--- src/rtl/mux_scan_ctrl.sv ---
// Scan controller for a 4:1 mux: steps Sel 0..3, samples Mux_out per channel, presents a 4-bit word.
// Latency: Vld rises 4*(SETTLE_CYCLES+1) cycles after Start (4*(SETTLE_CYCLES+3) with MUX_SCAN_MAJORITY_EN).
// Backpressure: result held with Vld=1 until Rdy; Continuous restarts the scan on each accepted result.
module mux_scan_ctrl #(
    parameter int SETTLE_CYCLES = 2,
    parameter int CNT_W         = 4
) (
    input  logic       Clk,
    input  logic       Rst_n,
    input  logic       Start,
    input  logic       Continuous,
    input  logic       Mux_out,
    output logic [1:0] Sel,
    output logic [3:0] Sample_vec,
    output logic       Vld,
    input  logic       Rdy,
    output logic       Busy
);

    typedef enum logic [1:0] {
        S_IDLE   = 2'd0,
        S_SETTLE = 2'd1,
        S_SAMPLE = 2'd2,
        S_HOLD   = 2'd3
    } state_t;

    localparam logic [CNT_W-1:0] SETTLE_LAST = CNT_W'(SETTLE_CYCLES - 1);

    state_t           state_q, state_d;
    logic [1:0]       sel_q, sel_d;
    logic [CNT_W-1:0] cnt_q, cnt_d;
    logic [3:0]       vec_q, vec_d;
    logic             vld_q, vld_d;
    logic             busy_q, busy_d;
    logic             cap_en;
    logic             cap_bit;

`ifdef MUX_SCAN_MAJORITY_EN
    // Three-cycle sample window: two earlier samples held in hist_q, third taken live.
    logic [1:0] smp_cnt_q, smp_cnt_d;
    logic [1:0] hist_q, hist_d;

    assign cap_en  = (smp_cnt_q == 2'd2);
    assign cap_bit = (hist_q[1] & hist_q[0]) | ((hist_q[1] | hist_q[0]) & Mux_out);

    always_comb begin
        smp_cnt_d = smp_cnt_q;
        hist_d    = hist_q;
        if (state_q == S_SAMPLE) begin
            hist_d    = {hist_q[0], Mux_out};
            smp_cnt_d = cap_en ? 2'd0 : smp_cnt_q + 2'd1;
        end
    end

    always_ff @(posedge Clk or negedge Rst_n) begin
        if (!Rst_n) begin
            smp_cnt_q <= 2'd0;
            hist_q    <= 2'd0;
        end else begin
            smp_cnt_q <= smp_cnt_d;
            hist_q    <= hist_d;
        end
    end
`else
    assign cap_en  = 1'b1;
    assign cap_bit = Mux_out;
`endif

    always_comb begin
        state_d = state_q;
        sel_d   = sel_q;
        cnt_d   = cnt_q;
        vec_d   = vec_q;
        vld_d   = vld_q;
        case (state_q)
            S_IDLE: begin
                sel_d = 2'd0;
                if (Start) begin
                    state_d = S_SETTLE;
                    cnt_d   = '0;
                    vec_d   = 4'd0;
                end
            end
            S_SETTLE: begin
                cnt_d = cnt_q + CNT_W'(1);
                if (cnt_q == SETTLE_LAST) begin
                    state_d = S_SAMPLE;
                    cnt_d   = '0;
                end
            end
            S_SAMPLE: begin
                if (cap_en) begin
                    vec_d[sel_q] = cap_bit;
                    if (sel_q == 2'd3) begin
                        state_d = S_HOLD;
                        vld_d   = 1'b1;
                    end else begin
                        state_d = S_SETTLE;
                        sel_d   = sel_q + 2'd1;
                        cnt_d   = '0;
                    end
                end
            end
            S_HOLD: begin
                if (Rdy) begin
                    vld_d = 1'b0;
                    sel_d = 2'd0;
                    if (Continuous) begin
                        state_d = S_SETTLE;
                        cnt_d   = '0;
                        vec_d   = 4'd0;
                    end else begin
                        state_d = S_IDLE;
                    end
                end
            end
            default: state_d = S_IDLE;
        endcase
        busy_d = (state_d != S_IDLE);
    end

    always_ff @(posedge Clk or negedge Rst_n) begin
        if (!Rst_n) begin
            state_q <= S_IDLE;
            sel_q   <= 2'd0;
            cnt_q   <= '0;
            vec_q   <= 4'd0;
            vld_q   <= 1'b0;
            busy_q  <= 1'b0;
        end else begin
            state_q <= state_d;
            sel_q   <= sel_d;
            cnt_q   <= cnt_d;
            vec_q   <= vec_d;
            vld_q   <= vld_d;
            busy_q  <= busy_d;
        end
    end

    assign Sel        = sel_q;
    assign Sample_vec = vec_q;
    assign Vld        = vld_q;
    assign Busy       = busy_q;

endmodule
--- config.mk ---
export PLATFORM = sky130hd
export DESIGN_NAME = mux_scan_ctrl
export DESIGN_NICKNAME = d
export VERILOG_FILES = /design/src/rtl/mux_scan_ctrl.sv
export SDC_FILE = /design/constraint.sdc
export NUM_CORES = 1
export LEC_CHECK = 0
export CORE_MARGIN = 4
export CORE_UTILIZATION = 59
export CTS_BUF_LIST = sky130_fd_sc_hd__clkbuf_16
export CTS_CLUSTER_SIZE = 40
export DETAILED_ROUTE_END_ITERATION = 16
export DONT_BUFFER_PORTS = 1
export GPL_TIMING_DRIVEN = 0
export PLACE_DENSITY = 0.72
export SYNTH_ARGS = -nofsm -noshare
export SYNTH_HDL_FRONTEND = slang
export SYNTH_SLANG_ARGS = --single-unit
--- constraint.sdc ---
create_clock -name Clk -period 1.65 [get_ports Clk]
set_input_delay 0.165 -clock Clk [delete_from_list [all_inputs] [get_ports Clk]]
set_output_delay 0.165 -clock Clk [all_outputs]
set_load 0.01 [all_outputs]
# Word level (Yosys, flattened, before mapping)
# Index checks and enable logic that the tools add are counted.
# Widths: inputs -> output; s select.
# classes
n_addsub	2
n_mul	0
div	0
magnitude_cmp	2
n_eq_ne	10
shifts	0
mux	22
bitwise	0
reduce_logical	9
# op_table
op	n
$mux 4	5
$pmux 4 s4	1
$mux 2	6
$pmux 4 s3	1
$ne 2x2->1 const B	5
$pmux 2 s4	1
$reduce_and 4->1	2
$eq 2x2->1 const B	3
$pmux 2 s3	1
$reduce_and 3->1	2
$add 4x1->4 const B	1
$bwmux 4	1
$eq 4x1->1 const B	1
$mux 1	4
$reduce_bool 2->1	2
$lt 2x3->1 const B	1
$reduce_bool 3->1	1
$add 2x1->2 const B	1
$demux 1 s2	1
$eq 2x1->1 const B	1
$ge 2x1->1 const B	1
$logic_not 2->1	1
$pmux 1 s2	1
$logic_and 1x1->1	1
# word_totals
regBits	14
latchBits	0
ramBits	0
romBits	0
input_bits	6
elab_cells	51
mem_count	0

# Longest topological paths before layout
# logic_depth
word_depth	6
depth_mapped	5
depth_no_buf	5

# Least setup slack after synthesis
# No wires, ideal clock.
# synth_timing
path_kind	flip-flop to flip-flop
from	register sel_q[0], in the netlist Sel[0]
to	register cnt_q[2]
t_arrival_ps	1388
t_required_ps	1523
setup_slack_ps	136
path_stages_with_launch	6
path_buffers	1
path_cell_list	dfrtp_1 ha_1 buf_2 nand3b_1 o211ai_2 a221o_2
# synth_between
elab_chain_cells	3
# synth_rtl
item	line	rtl
from (decl)	30	logic [1:0] sel_q, sel_d;
from (signal assigned)	132	sel_q <= sel_d;
$eq 2x2->1	94	if (sel_q == 2'd3) begin
$ne 2x2->1 (no line)	n/a	
$reduce_and 4->1 (no line)	n/a	
to (signal assigned)	133	cnt_q <= cnt_d;
to (decl)	31	logic [CNT_W-1:0] cnt_q, cnt_d;
# No other way between the ends.
# A chain may end at the register's enable or synchronous reset.

# Worst setup path in the final report
# Same ends and word-level chain as after synthesis.

==> out/results.ini <==
[run_status]
outcome = complete, no violations

[sta]
setup_viol = 0
rsz0062_at_grt = false
skew_ns = 0.00276
max_freq_ghz = 0.624
finalCriticalPeriod_ns = 1.60
drv_slew = 0
relSlewSlack_pct = 57.9
fin_tns_setup_ns = 0
finalHoldViolations = 0
tightest_slew_ns = 0.630
post-route-period-util_pct = 97.1

[power_and_ir_drop]
power_frac_seq_pct = 37.9
powerDensity_nw_per_um2 = 1650
switchingPower_mw = 0.515
vdd_drop_max_v = 0.000938
p_comb_share_pct = 32.4
p_sw_share_pct = 33.9
pwr-share-clk_pct = 29.7
internal_power_mw = 1.01
p_leak_nw = 0.409

[die]
chipWidth_um = 45.2
fp.dieArea_um2 = 2040
die_y_um = 45.2
num_rows = 13
io_pins = 14
core_um2 = 1300
initial_core_util_pct = 62.6

[cts]
clock-sinks = 14
postCtsSetupBuffers = 0
worstSkewPairLatency_ns = 0.24
cts_buffers = 3
tritoncts = built
root_buffer = clkbuf_16
path_clk_slew_ns = 0.05
cts_max_path_buffers = 2
h-tree-depth = 1

[worst_setup_path]
worstPathRequired_ns = 1.77
crit_type = reg2reg
critPathMaxFanout = 6
critPathCaptureType = register
cp-start-kind = register
crit_arrival_ns = 1.72

[cells_and_area]
final_cell_mix = dfrtp_1 (12), o21ai_0 (6), ha_1 (6)
drive_above_1_share_pct = 19.2
design_area_um2 = 921
final_common_cell = dfrtp_1
final_nets = 92
fillerInstances = 105
syn_to_final_growth_pct = 13.1
stdcell_count = 93
n_antenna_cell = 0

[synthesis]
synth_cell_types = 32
synthCells = 74
synth_nets = 86
seq_area_frac_synth_pct = 43.0
syn_area_um2 = 815
syn_area_per_cell_um2 = 11.0
yosysTopAreaCellShare_pct = 43.0
synth.largest_area_cell = dfrtp_1
synth_seq_cells = 14
ys_top_cells_by_area = dfrtp_1 (43%), ha_1 (9.2%), mux2i_1 (6.1%)
yosysWarningCount = 0

[run]
cap_violations = 0

[route]
post_drt_wl_per_cell_um = 16.3
wl_mm = 1.52
remaining_drc_errors = 0
drt_iter0_drc = 10
antenna_left = 0
drtPass1Iterations = 4
via_per_inst = 6.25
vias = 581

[worst_hold_path]
hold_class = in2reg

[global_routing]
first_global_vias = 580
grt_antenna_before_repair = 0
grt_overflow_total = 0
grt_pass1_wl_mm = 2.66
grt_use_total_pct = 18.3
grt_max_degree = 15

[place]
place_area_um2 = 833
place.gp.congestion = 0.765
io_buffers = 0
hpwl_mm = 1.05
place_inst = 89

worst max-delay path, stage by stage (launching register included):
cell	delay [ns]
dfrtp_2	0.46
ha_1	0.21
buf_2	0.17
nand3b_1	0.11
o211ai_2	0.13
a221o_2	0.40
power groups by stage:
| stage | clock, mW | combinational [mW] | sequential, mW |
|---|---|---|---|
| 3_3_place_gp | 0 | 0.469 | 0.575 |
| 4_1_cts | 0.453 | 0.498 | 0.575 |
| 6_report | 0.451 | 0.493 | 0.577 |
| 2_1_floorplan | 0 | 0.407 | 0.552 |
| 3_5_place_dp | 0 | 0.481 | 0.579 |
| 5_1_grt | 0.467 | 0.569 | 0.590 |
registers in the layout, indices dropped and copies added, names as in the netlist:
| name | cells |
|---|---|
| cnt_q | 4 |
| Sample_vec | 4 |
| Sel | 2 |
| Busy | 1 |
| state_q | 2 |
| Vld | 1 |
what timing repair did:
item,4_1_cts,5_1_grt
setup endpoints to repair,0,2
gates resized for setup,0,2
hold buffers,1,0
endpoints found under the hold margin,14,0
cells by family after synthesis:
group / after synthesis / synth area share, %
compound gates: 18 / 16.6
mux: 6 / 7.53
buf+inv: 7 / 4.30
simple gates: 22 / 18.3
flops: 14 / 43.0
xor+xnor: 1 / 1.08
fa+ha+maj: 6 / 9.22
area by class of cell:
type	count	area (um^2)	share of cell area, %
flip-flops and latches	14	353	38.3
inverters	4	15.0	1.63
repair buffers	1	10.0	1.09
clock buffers	3	75.1	8.15
plain buffers	3	20.0	2.17
multi-input cells	53	429	46.6
well taps	15	18.8	2.04
metrics by stage:
stage	hold WS (ns)	util [%]	total power, mW	worst slack (ns)
detailed placement	-0.130	64.0	1.06	0.00503
global route	0.123	70.8	1.63	0.00120
finish	0.0965	70.8	1.52	0.0483
global placement	-0.130	64.0	1.04	0.0365
CTS	0.102	70.6	1.53	0.00705
floorplan	-0.131	-	0.959	0.136
metal layers:
metal	part of all wire, %	global-route usage (%)
met1	44	23.9
met2	49	28.5
met3	6.3	5.18
met4	1.1	7.02
met5	0	0
synth_stat cells:
master      n
nand2b_1    1
a21oi_2     1
ha_1        6
o211ai_2    1
a21o_1      1
nor3b_1     2
dfrtp_1    14
buf_2       1
a21oi_1     2
clkbuf_1    1
mux2i_1     5
nand2_1     2
nand3b_1    1
o21ai_0     6
a211o_2     1
a221o_2     1
and4_1      1
or3_4       1
nor3b_2     1
nor4_1      1
nand3_1     3
xor2_1      1
mux2_2      1
or2b_1      1
buf_6       1
o2bb2ai_1   4
a21bo_2     1
nand4bb_1   1
inv_1       4
nor2_1      1
nor3_1      1
nor2b_1     5
path summary, 6_finish.rpt:
path | start | endpoint | slack (ns) | cells past startpoint
max in group asynchronous | Rst_n | Sel[0] | 0.82 | 1
hold reg to reg | cnt_q[1] | cnt_q[1] | 0.53 | 1
min in group asynchronous | Rst_n | state_q[0] | 0.38 | 1
setup reg to reg | Sel[0] | cnt_q[2] | 0.05 | 5
setup / recovery | Sel[0] | cnt_q[2] | 0.05 | 5
hold / removal | Continuous | Busy | 0.1 | 2
(Power assumes the default switching activity.)
